<file path="src/rtl/regfile_scb.sv">
// regfile_scb
//   Integer register file with a load scoreboard for the 3-stage RISC-V core.
//   It has two combinational read ports and two write ports:
//   WB0 carries ALU results and WB1 carries load returns.
//   A per-register pending bit lets decode stall on outstanding loads.
//
// Ports
//   clock, rst          rising-edge clock, asynchronous active-high reset
//   rs1_addr/rs2_addr   read addresses
//   rs1data/rs2data     read data (combinational)
//   rs1_busy/rs2_busy   registered pending bit of the read addresses
//   wen0/waddr0/wdata0  WB0 (ALU) write port
//   wen1/waddr1/wdata1  WB1 (load) write port; also retires the pending bit
//   issue_ld/issue_rd   load issue; marks issue_rd pending
//   pend_cnt            number of pending registers
//   sb_err              sticky scoreboard protocol error
module regfile_scb #(
    parameter int          XLEN    = 32,
    parameter int          NREG    = 32,
    parameter int          AW      = $clog2(NREG),
    parameter int          SP_IDX  = 2,
    parameter logic [31:0] SP_INIT = 32'h0001_FFFF,
    parameter bit          BYPASS  = 1'b1
) (
    input  logic            clock,
    input  logic            rst,
    input  logic [AW-1:0]   rs1_addr,
    input  logic [AW-1:0]   rs2_addr,
    output logic [XLEN-1:0] rs1data,
    output logic [XLEN-1:0] rs2data,
    output logic            rs1_busy,
    output logic            rs2_busy,
    input  logic            wen0,
    input  logic [AW-1:0]   waddr0,
    input  logic [XLEN-1:0] wdata0,
    input  logic            wen1,
    input  logic [AW-1:0]   waddr1,
    input  logic [XLEN-1:0] wdata1,
    input  logic            issue_ld,
    input  logic [AW-1:0]   issue_rd,
    output logic [AW:0]     pend_cnt,
    output logic            sb_err
);

    localparam logic [XLEN-1:0] SP_RST = XLEN'(SP_INIT);

    logic [XLEN-1:0] regs [NREG];
    logic [NREG-1:0] pend;
    logic [NREG-1:0] pend_nxt;
    logic [AW:0]     cnt_nxt;
    logic            err_evt;

    logic we0, we1;
    assign we0 = wen0 && (waddr0 != '0);
    assign we1 = wen1 && (waddr1 != '0);

    // Read path: x0 is hard zero; bypass prefers WB0 because it is the younger instruction.
    function automatic logic [XLEN-1:0] rd_port(input logic [AW-1:0] a);
        logic [XLEN-1:0] v;
        v = regs[a];
        if (a == '0)
            v = '0;
        else if (BYPASS && we0 && (waddr0 == a))
            v = wdata0;
        else if (BYPASS && we1 && (waddr1 == a))
            v = wdata1;
        return v;
    endfunction

    always_comb begin
        rs1data  = rd_port(rs1_addr);
        rs2data  = rd_port(rs2_addr);
        rs1_busy = pend[rs1_addr];
        rs2_busy = pend[rs2_addr];
    end

    // Scoreboard next state: clear first, then set, so a same-cycle set wins.
    always_comb begin
        pend_nxt = pend;
        if (we1)
            pend_nxt[waddr1] = 1'b0;
        if (issue_ld && (issue_rd != '0))
            pend_nxt[issue_rd] = 1'b1;
        pend_nxt[0] = 1'b0;

        cnt_nxt = '0;
        for (int i = 0; i < NREG; i++)
            cnt_nxt = cnt_nxt + (AW+1)'(pend_nxt[i]);

        err_evt = 1'b0;
        if (issue_ld && (issue_rd != '0) && pend[issue_rd] && !(we1 && (waddr1 == issue_rd)))
            err_evt = 1'b1;
        if (we1 && !pend[waddr1])
            err_evt = 1'b1;
    end

    always_ff @(posedge clock or posedge rst) begin
        if (rst) begin
            for (int r = 0; r < NREG; r++)
                regs[r] <= (r == SP_IDX) ? SP_RST : '0;
            pend     <= '0;
            pend_cnt <= '0;
            sb_err   <= 1'b0;
        end else begin
            for (int r = 1; r < NREG; r++) begin
                if (we0 && (waddr0 == AW'(r)))
                    regs[r] <= wdata0;
                else if (we1 && (waddr1 == AW'(r)))
                    regs[r] <= wdata1;
            end
            pend     <= pend_nxt;
            pend_cnt <= cnt_nxt;
            if (err_evt)
                sb_err <= 1'b1;
        end
    end

endmodule

</file>
<file path="config.mk">
export PLATFORM = sky130hd
export DESIGN_NAME = regfile_scb
export DESIGN_NICKNAME = d
export VERILOG_FILES = /design/src/rtl/regfile_scb.sv
export SDC_FILE = /design/constraint.sdc
export NUM_CORES = 2
export LEC_CHECK = 0
export CORE_MARGIN = 2
export CORE_UTILIZATION = 38
export DETAILED_ROUTE_END_ITERATION = 16
export HOLD_SLACK_MARGIN = 0.05
export RECOVER_POWER = 50
export SETUP_SLACK_MARGIN = 0.1
export SLEW_MARGIN = 30
export SYNTH_ARGS = -nofsm -noshare
export SYNTH_HDL_FRONTEND = slang
export SYNTH_SLANG_ARGS = --single-unit
</file>
<file path="constraint.sdc">
create_clock -name clock -period 70.4 [get_ports clock]
set_input_delay 21.12 -clock clock [delete_from_list [all_inputs] [get_ports clock]]
set_output_delay 21.12 -clock clock [all_outputs]
set_load 0.01 [all_outputs]
</file>
==> flow_summary.toml <==
[status]
status = "complete, but fails checks"
violations = "capacitance limit, slew limit"

[placed_design]
place_congestion = 0.925
port_buffers = 166
post-place-ws_ps = 22940
dp_hpwl_mm = 158

[clock_network]
cts_setup_buffers = 0
cts_buffers = 115
cts_resized = 0
htreeDepth = 3
worstSkewPairLatency_ps = 760
cts_root_buf = "clkbuf_16"
postCtsHoldBufs = 0
clk_pin_slew_ps = 60
clkSinkCount = 1030
cts_tree = "done"
clk_path_buf_depth = 3

[worst_setup_path]
start_kind = "primary input"
crit_required_ps = 49280
cp-endpoint = "rs2data[9]"
cp-startpoint = "waddr1[1]"
rr_endpoint = "pend_cnt[4]"
r2r_setup_slack_ps = 64950
critPathMaxFanout = 33
reg2regPathDepth = 13
arrival_ps = 26540
end_kind = "output port"
critPathKind = "in -> out"
worst_r2r_startpoint = "pend[26]"

[power]
clockPowerShare = 0.292
p_seq_frac = 0.388
netSwitchingFraction = 0.346
peakVddDrop_uv = 71.1
p_sw_w = 0.000800
power.leakage_nw = 32.2
p_per_area_nw_per_um2 = 31.0
p_int_w = 0.00151
p_comb_frac = 0.319

[sta]
fmax_mhz = 21.0
finalSetupViolations = 0
slew_headroom = -3.40
setup_tns_ps = 0
hold_violations = 0
min_period_over_period = 0.677
fin_crit_ps = 47660
drv_slew = 1172
rsz0062_at_grt = "false"
setup_slack_ps = 22740
skew_ps = 6.64
tightestPinTransition_ps = 6600

[logic_synthesis]
syn_inst = 7007
avgSynthCellArea_um2 = 9.56
yosys_warnings = 32
yosysUniqueCellTypes = 59
async_flop_share = 1.00
synth_edf_count = 0
syn-cell-area_um2 = 67000
yosysSeqAreaShare = 0.385
syn_nets = 7131
ys_ff_latch = 1030
synthFlopType = "dfrtp_1"

[global_routing]
grt_pass1_vias = 56700
antenna_found_initial = 18
gr-usage-all-layers = 0.309
grt_max_degree = 166
grt_first_pass_wirelength_mm = 409
grt_overflow = 0

[die]
die_h_um = 424
initial_utilization = 0.381
die_area_um2 = 180000
coreArea_um2 = 176000
top_level_ports = 167
die_w_um = 424
rows = 154

[finish]
nFillCells = 16600
drive_gt1_frac = 0.114
multi_input_area_um2 = 38000
fin_nets = 6796
syn_to_final_growth_pct = 11.5
seq_area_um2 = 25800

[drt]
drtAntennaViolNets = 0
drc = 0
first_pass_iters = 6
first_iter_violations = 8256
routed_wl_mm = 286
avgViaCountPerCell = 6.44
vias = 58800
wl_per_cell_um = 31.3

[worst_hold_path]
hold_path_class = "reg -> reg"

[job]
drv_cap = 25
## cells in the final DEF, fill, tap and decap left out, types with 18 or more instances in the layout
cell             netlist  final
buf_4                  1    172
mux2_2                75     75
clkbuf_8               0     29
clkinv_2               0     21
o31ai_1              127    125
xnor2_1               23     23
a21oi_1              770    770
fa_1                  23     23
a221oi_1             126    125
clkbuf_1             558     45
mux4_2               193    193
o21ai_0              146    190
nand2_1              373    354
clkdlybuf4s50_1        0    146
nor2_1               834    823
inv_1                 86     85
clkbuf_16              0    115
or3_1                 65     62
mux2i_1             1473   1473
dfrtp_1             1013   1013
buf_6                  4     18
o22ai_1              285    285
o21ai_1              184    140
mux2_1                29     29
nor3_1               105    100
a41oi_1               63     63
## critical path, cell delays in order
cell and delay (ps):
dlygate4sd3_1 530, clkbuf_1 490, or4_1 680, o21ai_2 280, nor4_2 110, buf_4 360, or3_2 690, buf_4 400
o31ai_1 1070, clkdlybuf4s50_1 770
## worst min path at each step
stage / start / end / depth (start not counted)
after detailed placement: regs[381] / regs[381] / 2
after global routing: regs[429] / regs[429] / 2
final: regs[227] / regs[227] / 2
after global placement: regs[223] / regs[223] / 2
after floorplan: regs[126] / regs[126] / 2
after CTS: regs[96] / regs[96] / 2
## kinds of logic after synthesis
family | after synthesis | synth area share
muxes | 1770 | 0.303
AOI/OAI and AO/OA | 1751 | 0.154
and+or+nand+nor | 1473 | 0.0904
DFF | 1030 | 0.385
buffers and inverters | 925 | 0.0557
adders and majority gates | 30 | 0.00818
xor gates and xnor gates | 28 | 0.00366
## area by class of cell
| class | count | share of cell area |
|---|---|---|
| Clock inverter | 53 | 0.0112 |
| Multi-Input combinational cell | 5052 | 0.509 |
| Inverter | 87 | 0.00439 |
| Antenna cell | 12 | 0.000402 |
| Timing Repair Buffer | 386 | 0.0453 |
| Sequential cell | 1030 | 0.346 |
| Tap cell | 2340 | 0.0392 |
| Clock buffer | 163 | 0.0449 |
## metal layers
metal,GRT usage,share of wire,up-vias
met4,0.217,0.080,10
met5,0,0.00020,-
met3,0.0822,0.11,1129
li1,-,-,24800
met1,0.381,0.37,28900
met2,0.469,0.44,3997
## stage by stage
| step | cells | hold WS (ps) | instance area, um2 | power, W | util |
|---|---|---|---|---|---|
| floorplan | 7007 | 512 | 67000 | 0.00141 | - |
| global placement | 8883 | 532 | 70300 | 0.00160 | 0.401 |
| detailed placement | 8887 | 543 | 70500 | 0.00163 | 0.402 |
| CTS | 9103 | 557 | 74700 | 0.00231 | 0.426 |
| global route | 9120 | 574 | 74600 | 0.00244 | 0.425 |
| finish | 9123 | 558 | 74600 | 0.00231 | 0.425 |
## power groups by stage
stage | Sequential [W] | Combinational (W) | Clock (W)
final | 0.000897 | 0.000738 | 0.000676
after global routing | 0.000914 | 0.000819 | 0.000705
after CTS | 0.000889 | 0.000737 | 0.000679
after detailed placement | 0.000898 | 0.000735 | 0
after global placement | 0.000890 | 0.000714 | 0
after floorplan | 0.000859 | 0.000554 | 0
## state kept, by name, summed over array words and instances (netlist names)
name,count
pend,31
pend_cnt,6
regs,992
sb_err,1
## cells in the mapped netlist (65+ instances only)
cell type / count / area (um2)
nor3_1: 105 / 526
o21ai_1: 184 / 921
or3_1: 65 / 407
o22ai_1: 285 / 1780
nor2_1: 834 / 3130
o31ai_1: 127 / 953
nand2_1: 373 / 1400
mux2_2: 75 / 845
a221oi_1: 126 / 1100
a21oi_1: 770 / 3850
buf_2: 177 / 886
clkbuf_1: 558 / 2090
mux2i_1: 1473 / 14700
buf_1: 98 / 368
mux4_2: 193 / 4350
dfrtp_1: 1013 / 25300
o21ai_0: 146 / 731
inv_1: 86 / 323
Power figures use the tool's default switching activity.
